**config.mk**
```make
export PLATFORM = sky130hd
export DESIGN_NAME = command_encoder_flat
export DESIGN_NICKNAME = d
export VERILOG_FILES = /design/src/rtl/command_encoder_if.sv /design/src/rtl/command_encoder.sv /design/src/flat_wrapper.sv
export SDC_FILE = /design/constraint.sdc
export NUM_CORES = 1
export LEC_CHECK = 0
export CAP_MARGIN = 10
export CORE_MARGIN = 2
export CORE_UTILIZATION = 51
export CTS_BUF_LIST = sky130_fd_sc_hd__clkbuf_16
export DETAILED_ROUTE_END_ITERATION = 7
export PLACE_DENSITY = 0.88
export SLEW_MARGIN = 20
export SYNTH_ARGS = -nofsm -noshare
export SYNTH_HDL_FRONTEND = slang
export SYNTH_SLANG_ARGS = --single-unit
```
**constraint.sdc**
```tcl
create_clock -name clk_i -period 2.9 [get_ports clk_i]
set_clock_uncertainty 0.1 [all_clocks]
set_input_delay 0.435 -clock clk_i [delete_from_list [all_inputs] [get_ports clk_i]]
set_output_delay 0.435 -clock clk_i [all_outputs]
set_load 0.1 [all_outputs]
```
**src/rtl/command_encoder_if.sv**
```systemverilog
// command_encoder_if: command-side and SPI-side handshake bundle for command_encoder.
interface command_encoder_if #(
  parameter int INSTRUCTION_WIDTH = 8,
  parameter int ADDRESS_WIDTH = 24,
  parameter int VALUE_WIDTH = 32
);
  logic cmd_valid_i;
  logic cmd_ready_o;
  logic [INSTRUCTION_WIDTH-1:0] cmd_instr_i;
  logic [ADDRESS_WIDTH-1:0] cmd_address_i;
  logic [VALUE_WIDTH-1:0] cmd_value_i;
  logic spi_tx_valid_o;
  logic [7:0] spi_tx_byte_o;
  logic spi_tx_ready_i;
  logic spi_rx_valid_i;
  logic [7:0] spi_rx_byte_i;
  logic rsp_valid_o;
  logic [VALUE_WIDTH-1:0] rsp_data_o;
  logic done_o;
  logic err_o;
  modport slave (
    input cmd_valid_i, cmd_instr_i, cmd_address_i, cmd_value_i, spi_tx_ready_i, spi_rx_valid_i, spi_rx_byte_i,
    output cmd_ready_o, spi_tx_valid_o, spi_tx_byte_o, rsp_valid_o, rsp_data_o, done_o, err_o
  );
  modport master (
    output cmd_valid_i, cmd_instr_i, cmd_address_i, cmd_value_i, spi_tx_ready_i, spi_rx_valid_i, spi_rx_byte_i,
    input cmd_ready_o, spi_tx_valid_o, spi_tx_byte_o, rsp_valid_o, rsp_data_o, done_o, err_o
  );
endinterface

```
**src/rtl/command_encoder.sv**
```systemverilog
// command_encoder: serialises opcode/address/value commands into SPI byte frames and collects responses.
module command_encoder #(
  parameter int INSTRUCTION_WIDTH = 8,
  parameter int ADDRESS_WIDTH = 24,
  parameter int VALUE_WIDTH = 32
) (
  input logic clk_i,
  input logic rst_ni,
  command_encoder_if.slave bus
);
  typedef enum logic [1:0] {IDLE, SEND, WAIT_RX, DONE} state_t;
  state_t r_state, w_next;
  logic [INSTRUCTION_WIDTH-1:0] r_instr;
  logic [ADDRESS_WIDTH-1:0] r_addr;
  logic [VALUE_WIDTH-1:0] r_value, r_shift, r_rsp;
  logic [3:0] r_idx;
  logic r_err;
  logic w_accept, w_supported, w_rx, w_last, w_rsp_op;
  logic [3:0] w_len;
  logic [7:0] w_byte;
  logic [23:0] w_a;
  logic [31:0] w_v;
  assign w_accept = bus.cmd_valid_i && r_state == IDLE;
  assign w_supported = bus.cmd_instr_i != '0 && bus.cmd_instr_i <= INSTRUCTION_WIDTH'(8);
  assign w_rx = r_state == WAIT_RX && bus.spi_rx_valid_i;
  assign w_len = r_instr == INSTRUCTION_WIDTH'(1) ? 4'd8 :
                 r_instr == INSTRUCTION_WIDTH'(3) ? 4'd5 :
                 r_instr >= INSTRUCTION_WIDTH'(7) ? 4'd1 : 4'd4;
  assign w_last = r_idx + 4'd1 == w_len;
  assign w_rsp_op = r_instr == INSTRUCTION_WIDTH'(3) || r_instr == INSTRUCTION_WIDTH'(7);
  assign w_a = 24'(r_addr);
  assign w_v = 32'(r_value);
  // STREAM carries value bytes from index 1; WRITE carries address at 1..3 then value at 4..7
  assign w_byte = r_idx == 4'd0 ? 8'(r_instr) :
                  r_instr == INSTRUCTION_WIDTH'(3) ? w_v[8*(4-r_idx) +: 8] :
                  r_idx < 4'd4 ? w_a[8*(3-r_idx) +: 8] : w_v[8*(7-r_idx) +: 8];
  always_ff @(posedge clk_i or negedge rst_ni)
    if (!rst_ni) r_state <= IDLE;
    else r_state <= w_next;
  always_comb begin
    w_next = r_state;
    case (r_state)
      IDLE: w_next = w_accept && w_supported ? SEND : IDLE;
      SEND: w_next = bus.spi_tx_ready_i ? WAIT_RX : SEND;
      WAIT_RX: w_next = bus.spi_rx_valid_i ? (w_last ? DONE : SEND) : WAIT_RX;
      default: w_next = IDLE;
    endcase
  end
  always_ff @(posedge clk_i or negedge rst_ni)
    if (!rst_ni) begin
      r_instr <= '0;
      r_addr <= '0;
      r_value <= '0;
      r_shift <= '0;
      r_rsp <= '0;
      r_idx <= '0;
      r_err <= 1'b0;
    end else begin
      r_err <= w_accept && !w_supported;
      if (w_accept) begin
        r_instr <= bus.cmd_instr_i;
        r_addr <= bus.cmd_address_i;
        r_value <= bus.cmd_value_i;
        r_shift <= '0;
        r_idx <= '0;
      end
      // the shift register keeps only the last four rx bytes, which is exactly the STREAM payload
      if (w_rx) begin
        r_idx <= r_idx + 4'd1;
        r_shift <= {r_shift[VALUE_WIDTH-9:0], bus.spi_rx_byte_i};
        if (w_last && w_rsp_op) r_rsp <= {r_shift[VALUE_WIDTH-9:0], bus.spi_rx_byte_i};
      end
    end
  assign bus.cmd_ready_o = r_state == IDLE;
  assign bus.spi_tx_valid_o = r_state == SEND;
  assign bus.spi_tx_byte_o = r_state == SEND ? w_byte : 8'h00;
  assign bus.done_o = r_state == DONE;
  assign bus.rsp_valid_o = r_state == DONE && w_rsp_op;
  assign bus.rsp_data_o = r_rsp;
  assign bus.err_o = r_err;
endmodule
```
**src/flat_wrapper.sv**
```systemverilog
// flat-port wrapper written by rule: the top's interface ports become plain ports
module command_encoder_flat 
#(
  parameter int INSTRUCTION_WIDTH = 8,
  parameter int ADDRESS_WIDTH = 24,
  parameter int VALUE_WIDTH = 32
)
  (clk_i, rst_ni, bus_cmd_valid_i, bus_cmd_instr_i, bus_cmd_address_i, bus_cmd_value_i, bus_spi_tx_ready_i, bus_spi_rx_valid_i, bus_spi_rx_byte_i, bus_cmd_ready_o, bus_spi_tx_valid_o, bus_spi_tx_byte_o, bus_rsp_valid_o, bus_rsp_data_o, bus_done_o, bus_err_o);
  command_encoder_if #(.INSTRUCTION_WIDTH(INSTRUCTION_WIDTH), .ADDRESS_WIDTH(ADDRESS_WIDTH), .VALUE_WIDTH(VALUE_WIDTH)) bus_i ();
  input logic clk_i;
  input logic rst_ni;
  input wire logic [$bits(bus_i.cmd_valid_i)-1:0] bus_cmd_valid_i;
  input wire logic [$bits(bus_i.cmd_instr_i)-1:0] bus_cmd_instr_i;
  input wire logic [$bits(bus_i.cmd_address_i)-1:0] bus_cmd_address_i;
  input wire logic [$bits(bus_i.cmd_value_i)-1:0] bus_cmd_value_i;
  input wire logic [$bits(bus_i.spi_tx_ready_i)-1:0] bus_spi_tx_ready_i;
  input wire logic [$bits(bus_i.spi_rx_valid_i)-1:0] bus_spi_rx_valid_i;
  input wire logic [$bits(bus_i.spi_rx_byte_i)-1:0] bus_spi_rx_byte_i;
  output wire logic [$bits(bus_i.cmd_ready_o)-1:0] bus_cmd_ready_o;
  output wire logic [$bits(bus_i.spi_tx_valid_o)-1:0] bus_spi_tx_valid_o;
  output wire logic [$bits(bus_i.spi_tx_byte_o)-1:0] bus_spi_tx_byte_o;
  output wire logic [$bits(bus_i.rsp_valid_o)-1:0] bus_rsp_valid_o;
  output wire logic [$bits(bus_i.rsp_data_o)-1:0] bus_rsp_data_o;
  output wire logic [$bits(bus_i.done_o)-1:0] bus_done_o;
  output wire logic [$bits(bus_i.err_o)-1:0] bus_err_o;
  assign bus_i.cmd_valid_i = bus_cmd_valid_i;
  assign bus_i.cmd_instr_i = bus_cmd_instr_i;
  assign bus_i.cmd_address_i = bus_cmd_address_i;
  assign bus_i.cmd_value_i = bus_cmd_value_i;
  assign bus_i.spi_tx_ready_i = bus_spi_tx_ready_i;
  assign bus_i.spi_rx_valid_i = bus_spi_rx_valid_i;
  assign bus_i.spi_rx_byte_i = bus_spi_rx_byte_i;
  assign bus_cmd_ready_o = bus_i.cmd_ready_o;
  assign bus_spi_tx_valid_o = bus_i.spi_tx_valid_o;
  assign bus_spi_tx_byte_o = bus_i.spi_tx_byte_o;
  assign bus_rsp_valid_o = bus_i.rsp_valid_o;
  assign bus_rsp_data_o = bus_i.rsp_data_o;
  assign bus_done_o = bus_i.done_o;
  assign bus_err_o = bus_i.err_o;
  command_encoder #(.INSTRUCTION_WIDTH(INSTRUCTION_WIDTH), .ADDRESS_WIDTH(ADDRESS_WIDTH), .VALUE_WIDTH(VALUE_WIDTH)) u_core (.clk_i(clk_i), .rst_ni(rst_ni), .bus(bus_i));
endmodule
```
# After elaboration in Yosys (flattened, before gate mapping)
# Index checks and enable logic that the tools add are counted.
dict set report word_totals {
  reg_bits 127
  out_inout_bits 45
  wordCells 55
  input_bits 77
}
dict set report classes {
  eq_ne 7
  magnitude_cmp 3
  shift 3
  n_reduce_logical 14
  n_mux 16
  addsub 4
}
# operator count
set op_table {}
lappend op_table {{$shiftx A32 B33 Y8} 2}
lappend op_table {{$mux W24} 2}
lappend op_table {{$shiftx A24 B33 Y8} 1}
lappend op_table {{$mux W8} 4}
lappend op_table {{$mux W4} 4}
lappend op_table {{$sub A3 B4 Y5 const A} 2}
lappend op_table {{$eq A8 B1 Y1 const B} 1}
lappend op_table {{$eq A8 B2 Y1 const B} 1}
lappend op_table {{$eq A8 B3 Y1 const B} 1}
lappend op_table {{$ge A8 B3 Y1 const B} 1}
lappend op_table {{$le A8 B4 Y1 const B} 1}
lappend op_table {{$reduce_bool A8 Y1} 1}
lappend op_table {{$logic_and A1 B1 Y1} 7}
lappend op_table {{$mux W2} 3}
lappend op_table {{$pmux W2 S3} 1}
lappend op_table {{$sub A2 B4 Y5 const A} 1}
lappend op_table {{$add A4 B1 Y4 const B} 1}
lappend op_table {{$eq A2 B2 Y1 const B} 2}
lappend op_table {{$eq A4 B4 Y1} 1}
lappend op_table {{$logic_not A4 Y1} 1}
lappend op_table {{$lt A4 B3 Y1 const B} 1}
lappend op_table {{$mux W3} 1}
lappend op_table {{$eq A2 B1 Y1 const B} 1}
lappend op_table {{$logic_not A2 Y1} 1}
lappend op_table {{other kinds (5)} 5}

# Depth between registers and ports, before layout
# Gate-level depths: netlist (run 1).
dict set report logic_depth {
  depth_word 8
  depth_mapped 9
  depth_no_buf 7
}

# Worst setup path before layout (run 1)
# No wires, ideal clock.
dict set report synth_path {
  kind {register to output}
  from {reg u_core.r_state[1]}
  to {out bus_spi_tx_byte_o[6]}
  path_buffers 1
  t_required_ns 2.365
  path_stages_with_launch 7
  t_arrival_ns 3.601
  path_slack_ns -1.236
  path_cell_list {dfrtp_1 -> nor2b_1 -> a21boi_1 -> nor2b_1 -> clkbuf_1 -> nand2_1 -> nand3_1}
}
dict set report synth_between {
  elab_chain_len 2
}
# item line_no
set synth_lines {}
lappend synth_lines {{start: declaration} command_encoder.sv:12} ;# state_t r_state, w_next;
lappend synth_lines {{start signal: assignment} command_encoder.sv:39} ;# else r_state <= w_next;
lappend synth_lines {{$eq A2 B1 Y1} --}
lappend synth_lines {{via bus_spi_tx_valid_o} flat_wrapper.sv:20} ;# output wire logic [$bits(bus_i.spi_tx_valid_o)-1:0] bus_spi_tx_valid_o;
lappend synth_lines {{$mux W8} command_encoder.sv:76} ;# assign bus.spi_tx_byte_o = r_state == SEND ? w_byte : 8'h00;
lappend synth_lines {{end: declaration} flat_wrapper.sv:21} ;# output wire logic [$bits(bus_i.spi_tx_byte_o)-1:0] bus_spi_tx_byte_o;
# The timed path passes the listed nets, and every way through them passes these cells.

# Worst setup path in the final report (run 1)
dict set report layout_path {
  from {reg u_core.r_idx[2]}
  to {out bus_spi_tx_byte_o[6]}
}
dict set report layout_between {
  elab_chain_len 6
  elab_cells_between_ends 12
  cone_classes {3 x add/sub; 1 x order compare; 3 x shift; 4 x mux; 1 x reduce/logical}
}
# item line_no
set layout_lines {}
lappend layout_lines {{start: declaration} command_encoder.sv:16} ;# logic [3:0] r_idx;
lappend layout_lines {{start signal: assignment} command_encoder.sv:69} ;# r_idx <= r_idx + 4'd1;
lappend layout_lines {{$sub A3 B4 Y5 / $sub A2 B4 Y5 (equally long branches)} command_encoder.sv:36} ;# r_idx < 4'd4 ? w_a[8*(3-r_idx) +: 8] : w_v[8*(7-r_idx) +: 8];
lappend layout_lines {{$shiftx A32 B33 Y8 / $shiftx A24 B33 Y8 (equally long branches)} command_encoder.sv:36}
lappend layout_lines {{$mux W8} command_encoder.sv:36}
lappend layout_lines {{$mux W8} command_encoder.sv:35} ;# r_instr == INSTRUCTION_WIDTH'(3) ? w_v[8*(4-r_idx) +: 8] :
lappend layout_lines {{$mux W8 (*)} command_encoder.sv:34} ;# assign w_byte = r_idx == 4'd0 ? 8'(r_instr) :
lappend layout_lines {{$mux W8 (*)} command_encoder.sv:76}
# Every way passes the cells marked *; elsewhere a longest branch is shown, timed or not.

==> results of run 1 <==
==> metrics by stage <==
stage | hold slack (ns) | util (%) | total power, mW | setup slack [ns] | setup TNS (ns)
2_1_floorplan | 0.0394 | - | 4.76 | -0.307 | -0.307
3_3_place_gp | 0.365 | 64.6 | 5.53 | 0.387 | 0
3_5_place_dp | 0.371 | 64.6 | 5.66 | 0.264 | 0
4_1_cts | 0.0492 | 69.6 | 7.71 | 0.0205 | 0
5_1_grt | 0.0481 | 70.5 | 8.18 | -0.0482 | -0.281
6_report | -0.00942 | 70.5 | 7.78 | 0.0226 | 0
==> power by group through the flow <==
stage	combinational [mW]	clock, mW	sequential [mW]
after global placement	2.78	0	2.74
after global routing	3.20	2.11	2.87
after detailed placement	2.87	0	2.79
after CTS	2.91	2.03	2.78
after floorplan	2.08	0	2.69
final	2.99	1.99	2.80
==> cell families after synthesis <==
group	after synthesis	share of synthesized area (%)
multiplexers	122	28.1
XOR/XNOR	5	0.740
AND/OR/NAND/NOR	67	5.81
flip-flops	127	53.7
buffers and inverters	42	3.13
AO/OA/AOI/OAI	57	7.63
adder cells (fa/ha/maj)	4	0.846
==> final timing paths <==
| kind | cells after the start | to | startpoint |
|---|---|---|---|
| min reg2reg | 1 | u_core.r_addr[23]$_DFFE_PN0P_ | u_core.r_addr[23]$_DFFE_PN0P_ |
| min | 2 | u_core.r_shift[12]$_DFFE_PN0P_ | rst_ni |
| max | 8 | bus_spi_tx_byte_o[6] | u_core.r_idx[2]$_DFFE_PN0P_ |
| max in group asynchronous | 2 | u_core.r_idx[2]$_DFFE_PN0P_ | rst_ni |
| max reg2reg | 7 | u_core.bus.rsp_data_o[0]$_DFFE_PN0P_ | u_core.r_idx[0]$_DFFE_PN0P_ |
| min in group clk_i | 1 | u_core.r_addr[23]$_DFFE_PN0P_ | u_core.r_addr[23]$_DFFE_PN0P_ |
==> cell usage in the layout, fill, tap and decap left out, types with 8 or more instances in the layout <==
cell,count
dfrtp_1,125
clkdlybuf4s50_1,75
mux2_1,66
buf_4,47
mux2_4,30
a22o_1,27
nand2_1,21
inv_1,17
clkbuf_16,17
mux4_2,16
buf_12,12
nand3_2,9
mux2_2,9
a22oi_1,8
nand4_1,8
==> final cells by class <==
cell class | count | area [µm²] | share of cell area (%)
flip-flops and latches | 127 | 3180 | 39.7
multi-input cells | 255 | 2690 | 33.6
repair buffers | 135 | 1360 | 16.9
clock buffers | 17 | 425 | 5.31
well taps | 143 | 179 | 2.23
clock inverters | 14 | 130 | 1.62
inverters | 14 | 52.6 | 0.655
==> flip-flops by register name, summed over array words and instances (netlist names) <==
register / count
u_core.r_addr: 24
u_core.r_value: 32
u_core.r_idx: 4
u_core.r_state: 2
u_core.bus.rsp_data_o: 32
u_core.r_instr: 8
u_core.r_shift: 24
u_core.bus.err_o: 1
==> per-layer routing <==
metal | GRT usage (%) | up-vias
met5 | 0 | -
met2 | 34.0 | 130
met1 | 31.7 | 2048
li1 | - | 1822
met4 | 8.07 | 0
met3 | 6.31 | 20
==> what timing repair did <==
item / 4_1_cts / 5_1_grt
hold buffers: 0 / 0
gates resized for setup: 5 / 16
endpoints found under the setup margin: 8 / 8
pin swaps: 1 / 2
buffers inserted: 0 / 4
==> worst max-delay path, delay by kind of cell, from the launching register on <==
| kind | cells | cell delay [ns] |
|---|---|---|
| simple gates | 2 | 0.20 |
| buf+inv | 2 | 0.26 |
| compound gates | 3 | 0.86 |
| fa+ha+maj | 1 | 0.21 |
| flops | 1 | 0.39 |
==> impl_metrics.csv, run 1 <==
group,metric,value,unit
logic_synthesis,mappedNetlistNets,505,
power_and_ir_drop,p_leak,3.68,nW
clock_network,cts_tree,"built",
place,dp_hpwl,9120,µm
place,numPortBuffers,121,
critical_path,worstPathRequired,2.37,ns
logic_synthesis,synth_largest_type_area_fraction,53.7,%
clock_network,clockBufferDepth,2,
sta,fmax,348,MHz
critical_path,slowest_delay,0.46,ns
global_route,grt_util_all_layers,22.6,%
sta,finalHoldViolCount,2,
critical_path,critPathSlowestCell,"a211o_2",
critical_path,cp.arrival,2.34,ns
detailed_routing,drc,0,
global_route,grt_overflow,0,
outcome,violations,"hold timing",
logic_synthesis,synth_area,0.00592,mm²
clock_network,htreeDepth,4,
layout,drive_above_1_share,30.8,%
global_route,grt_max_degree,128,
sta,finalSetupViolCount,0,
detailed_routing,via_per_inst,5.70,
global_route,grt_pass1_wl,21900,µm
power_and_ir_drop,irDropWorstVdd,0.836,mV
layout,fillCellCount,763,
logic_synthesis,synth_area_leaders,"dfrtp_1 (54%), mux2_1 (13%), mux2_4 (7.6%)",
sta,period_share,99.2,%
detailed_routing,drt_wl_total,13900,µm
global_route,antenna_found_initial,0,
detailed_routing,first_pass_iters,4,
critical_path,path_cells,"inv_1 -> ha_2 -> o21bai_1 -> a211o_2 -> o22ai_1 -> nand2_1 -> nand3_2 -> buf_12",
floorplanning,coreArea,0.0114,mm²
clock_network,cts_root_buffer,"clkbuf_16",
logic_synthesis,synth_flop_cell,"dfrtp_1",
layout,area_delta_synth_final,35.5,%
logic_synthesis,synth_top_area_cell,"dfrtp_1",
logic_synthesis,synth_common_cells,"dfrtp_1 (127), mux2_1 (66), mux2_4 (30), a22o_1 (27), nand2_1 (21)",
detailed_routing,dr_wl_met3,654,µm
place,placed_cell_area,0.00735,mm²
clock_network,insertion_delay,0.41,ns
power_and_ir_drop,combPwrFrac,38.4,%
logic_synthesis,synth.yosys.warnings,0,
sta,min_period,2.88,ns
logic_synthesis,yosysMostFrequentCell,"dfrtp_1",
place,place_inst,670,
floorplanning,die_x,112,µm
power_and_ir_drop,powerDensity,970,mW/mm²
detailed_routing,vias,4020,
power_and_ir_drop,p_sw,2.80,mW
sta,whs,-0.00942,ns
logic_synthesis,synth_cell_types,45,
critical_path,crit_type,"flop to output pin",
power_and_ir_drop,p_seq_share,36.0,%
floorplanning,die_h,112,µm
floorplanning,row_count,39,
logic_synthesis,ys_seq_area_share,53.7,%
critical_path,crit_path_end_kind,"output pin",
logic_synthesis,synthCells,424,
power_and_ir_drop,p_int,4.98,mW
layout,nets,631,
detailed_routing,drtAntennaViolNets,0,
logic_synthesis,syn_avg_cell_area,14.0,µm²
logic_synthesis,synth-async-reset-ratio,100,%
logic_synthesis,synth_edf_count,0,
logic_synthesis,ys_ff_latch,127,
detailed_routing,wl_met2,6720,µm
critical_path,crit_fanout,8,
worst_hold_path,hold_class,"primary input to async pin",
layout,final_cell_area,0.00802,mm²
floorplanning,initial_core_util,52.1,%
layout,final_cells,705,
sta,tightest_slew,0.686,ns
detailed_routing,drt-wirelength-per-cell,19.8,µm
clock_network,cts_sinks,127,
power_and_ir_drop,switching_share,36.0,%
power_and_ir_drop,power_frac_clock,25.6,%
sta,maxSlewViolCount,0,
floorplanning,die-area,0.0125,mm²
critical_path,critPathLaunchType,"flop",
floorplanning,ios,122,
clock_network,cts_buffers,17,
clock_network,cts.clk_slew.worst_paths,0.06,ns
detailed_routing,drtIter0Drc,250,
layout,antenna_cells,0,
place,place.gp.congestion,0.836,
detailed_routing,top_layer,"met4",
critical_path,ff2ff_setup_slack,0.36,ns
detailed_routing,drt-met1-wl,6320,µm
sta,slew_headroom,54.2,%
global_route,first_global_vias,4128,
outcome,status,"complete, but fails checks",
run,max_cap_violations,0,
(Power assumes the default switching activity.)
==> run 2, diff against run 1 <==
Settings changed: CTS_BUF_LIST sky130_fd_sc_hd__clkbuf_16 to default.
==> run 2 against run 1 <==
Against the previous run:
- sequential power barely moved
- largest cell class unchanged
- the flow now finishes without violations
- via count did not move
- hold slack improved by 0.013 ns
- critical endpoint unchanged
- combinational power barely moved
==> impl_metrics.csv, run 2 (synthesis results as in run 1) <==
group,metric,value,unit
sta,maxSlewViolCount,0,
detailed_routing,vias,4020,
layout,area_delta_synth_final,35.8,%
critical_path,r2r_start,"u_core.r_idx[0]$_DFFE_PN0P_",
layout,nets,631,
power_and_ir_drop,powerDensity,976,mW/mm²
floorplanning,row_count,39,
global_route,grt.busiest_layer,"met2",
layout,final_common_cell,"dfrtp_1",
clock_network,cts.clk_slew.worst_paths,0.05,ns
layout,multiInputGateArea,0.00269,mm²
detailed_routing,drtAntennaViolNets,0,
critical_path,r2r_cells,7,
layout,final_cell_mix,"dfrtp_1 (125), clkdlybuf4s50_1 (75), mux2_1 (66)",
clock_network,cts_hold_buf,0,
critical_path,worstPathRequired,2.37,ns
sta,slew_headroom,54.6,%
outcome,status,"completed",
sta,tns,0,ns
sta,tightest_slew,0.681,ns
critical_path,crit_path_end_kind,"output pin",
global_route,grt_pass1_wl,21800,µm
layout,antenna_cells,0,
clock_network,clockBufferDepth,2,
critical_path,crit_type,"flop to output pin",
worst_hold_path,hold_class,"primary input to async pin",
clock_network,insertion_delay,0.41,ns
detailed_routing,via_per_inst,5.70,
critical_path,cp.arrival,2.35,ns
run,max_cap_violations,0,
clock_network,htreeDepth,4,
floorplanning,die_h,112,µm
critical_path,critPathLaunchType,"flop",
global_route,first_global_vias,4119,
place,place.gp.congestion,0.836,
critical_path,r2r-end,"u_core.bus.rsp_data_o[0]$_DFFE_PN0P_",
power_and_ir_drop,irDropWorstVdd,0.837,mV
critical_path,ff2ff_setup_slack,0.38,ns
detailed_routing,first_pass_iters,4,
sta,finalHoldViolCount,0,
sta,min_period,2.88,ns
sta,fmax,347,MHz
global_route,use_met1,31.6,%
place,dp_hpwl,9120,µm
clock_network,cts_sinks,127,
detailed_routing,drt_wl_total,13900,µm
layout,utilization,70.7,%
clock_network,cts_buffers,17,
global_route,grt_max_degree,128,
layout,fillCellCount,763,
layout,drive_above_1_share,31.1,%
clock_network,cts_root_buffer,"clkbuf_16",
global_route,gr-usage-met3,5.55,%
sta,finalSetupViolCount,0,
power_and_ir_drop,p_leak,3.67,nW
detailed_routing,drc,0,
detailed_routing,drtIter0Drc,258,
critical_path,crit_fanout,8,
global_route,grt_overflow,0,
floorplanning,initial_core_util,52.1,%
power_and_ir_drop,finalPower,7.84,mW
clock_network,cts_tree,"built",
sta,period_share,99.3,%
global_route,groute.layer.met2.usage,34.3,%
detailed_routing,drt-wirelength-per-cell,19.7,µm
floorplanning,die_x,112,µm
place,numPortBuffers,121,
floorplanning,die-area,0.0125,mm²
floorplanning,coreArea,0.0114,mm²
global_route,antenna_found_initial,0,
layout,seqCellArea,0.00318,mm²
sta,whs,0.00340,ns
floorplanning,ios,122,
global_route,grt_util_all_layers,22.6,%
==> run 2: changes by cell type in the layout (fill, tap and decap cells not counted), sizes merged <==
cell	delta
clkbuf	+6
clkinv	-2
inv	-4
==> run 2: critical path: stages, from the launching register on <==
cell      delay [ns]
dfrtp_2         0.39
inv_1           0.08
ha_2            0.21
o21bai_1        0.17
a211o_2         0.46
o22ai_1         0.23
nand2_1         0.09
nand3_2         0.11
buf_12          0.18
==> run 2: metal layers <==
metal	routed length, µm	share of wire (%)	up-vias
met1	6300	45	2069
met3	613	4.4	22
met4	277	2.0	0
met2	6720	48	110
met5	0	0	-
li1	-	-	1819
==> run 2: final cells by class <==
type / count / area share, %
flip-flops and latches: 127 / 39.6
multi-input cells: 255 / 33.5
repair buffers: 135 / 16.9
clock buffers: 23 / 5.82
well taps: 143 / 2.23
clock inverters: 8 / 1.34
inverters: 14 / 0.654
==> run 2: stage by stage <==
stage	cell area, µm²	setup WS, ns	std cells
finish	8040	0.0189	705
CTS	7930	0.0182	701
detailed placement	7350	0.264	670
floorplan	5960	-0.307	424
global placement	7350	0.387	670
global route	8040	-0.0485	705
==> run 2: how the worst max path moves through the flow <==
| stage | endpoint | from |
|---|---|---|
| 3_5_place_dp | u_core.bus.rsp_data_o[0]$_DFFE_PN0P_ | u_core.r_idx[0]$_DFFE_PN0P_ |
| 2_1_floorplan | bus_spi_tx_byte_o[6] | u_core.r_state[1]$_DFF_PN0_ |
| 5_1_grt | bus_spi_tx_byte_o[0] | u_core.r_idx[0]$_DFFE_PN0P_ |
| 4_1_cts | bus_spi_tx_byte_o[7] | u_core.r_idx[0]$_DFFE_PN0P_ |
| 3_3_place_gp | u_core.bus.rsp_data_o[0]$_DFFE_PN0P_ | u_core.r_idx[0]$_DFFE_PN0P_ |
| 6_report | bus_spi_tx_byte_o[6] | u_core.r_idx[2]$_DFFE_PN0P_ |
==> run 2: where the power goes <==
group | switching (mW) | total [mW] | internal (mW)
clock network | 0.752 | 2.06 | 1.31
logic | 1.60 | 2.99 | 1.38
registers | 0.446 | 2.80 | 2.35
total | 2.80 | 7.84 | 5.04
==> run 2: timing repair <==
| item | 4_1_cts | 5_1_grt |
|---|---|---|
| pin swaps | 1 | 2 |
| endpoints found under the setup margin | 8 | 8 |
| resized for setup | 5 | 16 |
| setup buffers | 0 | 4 |
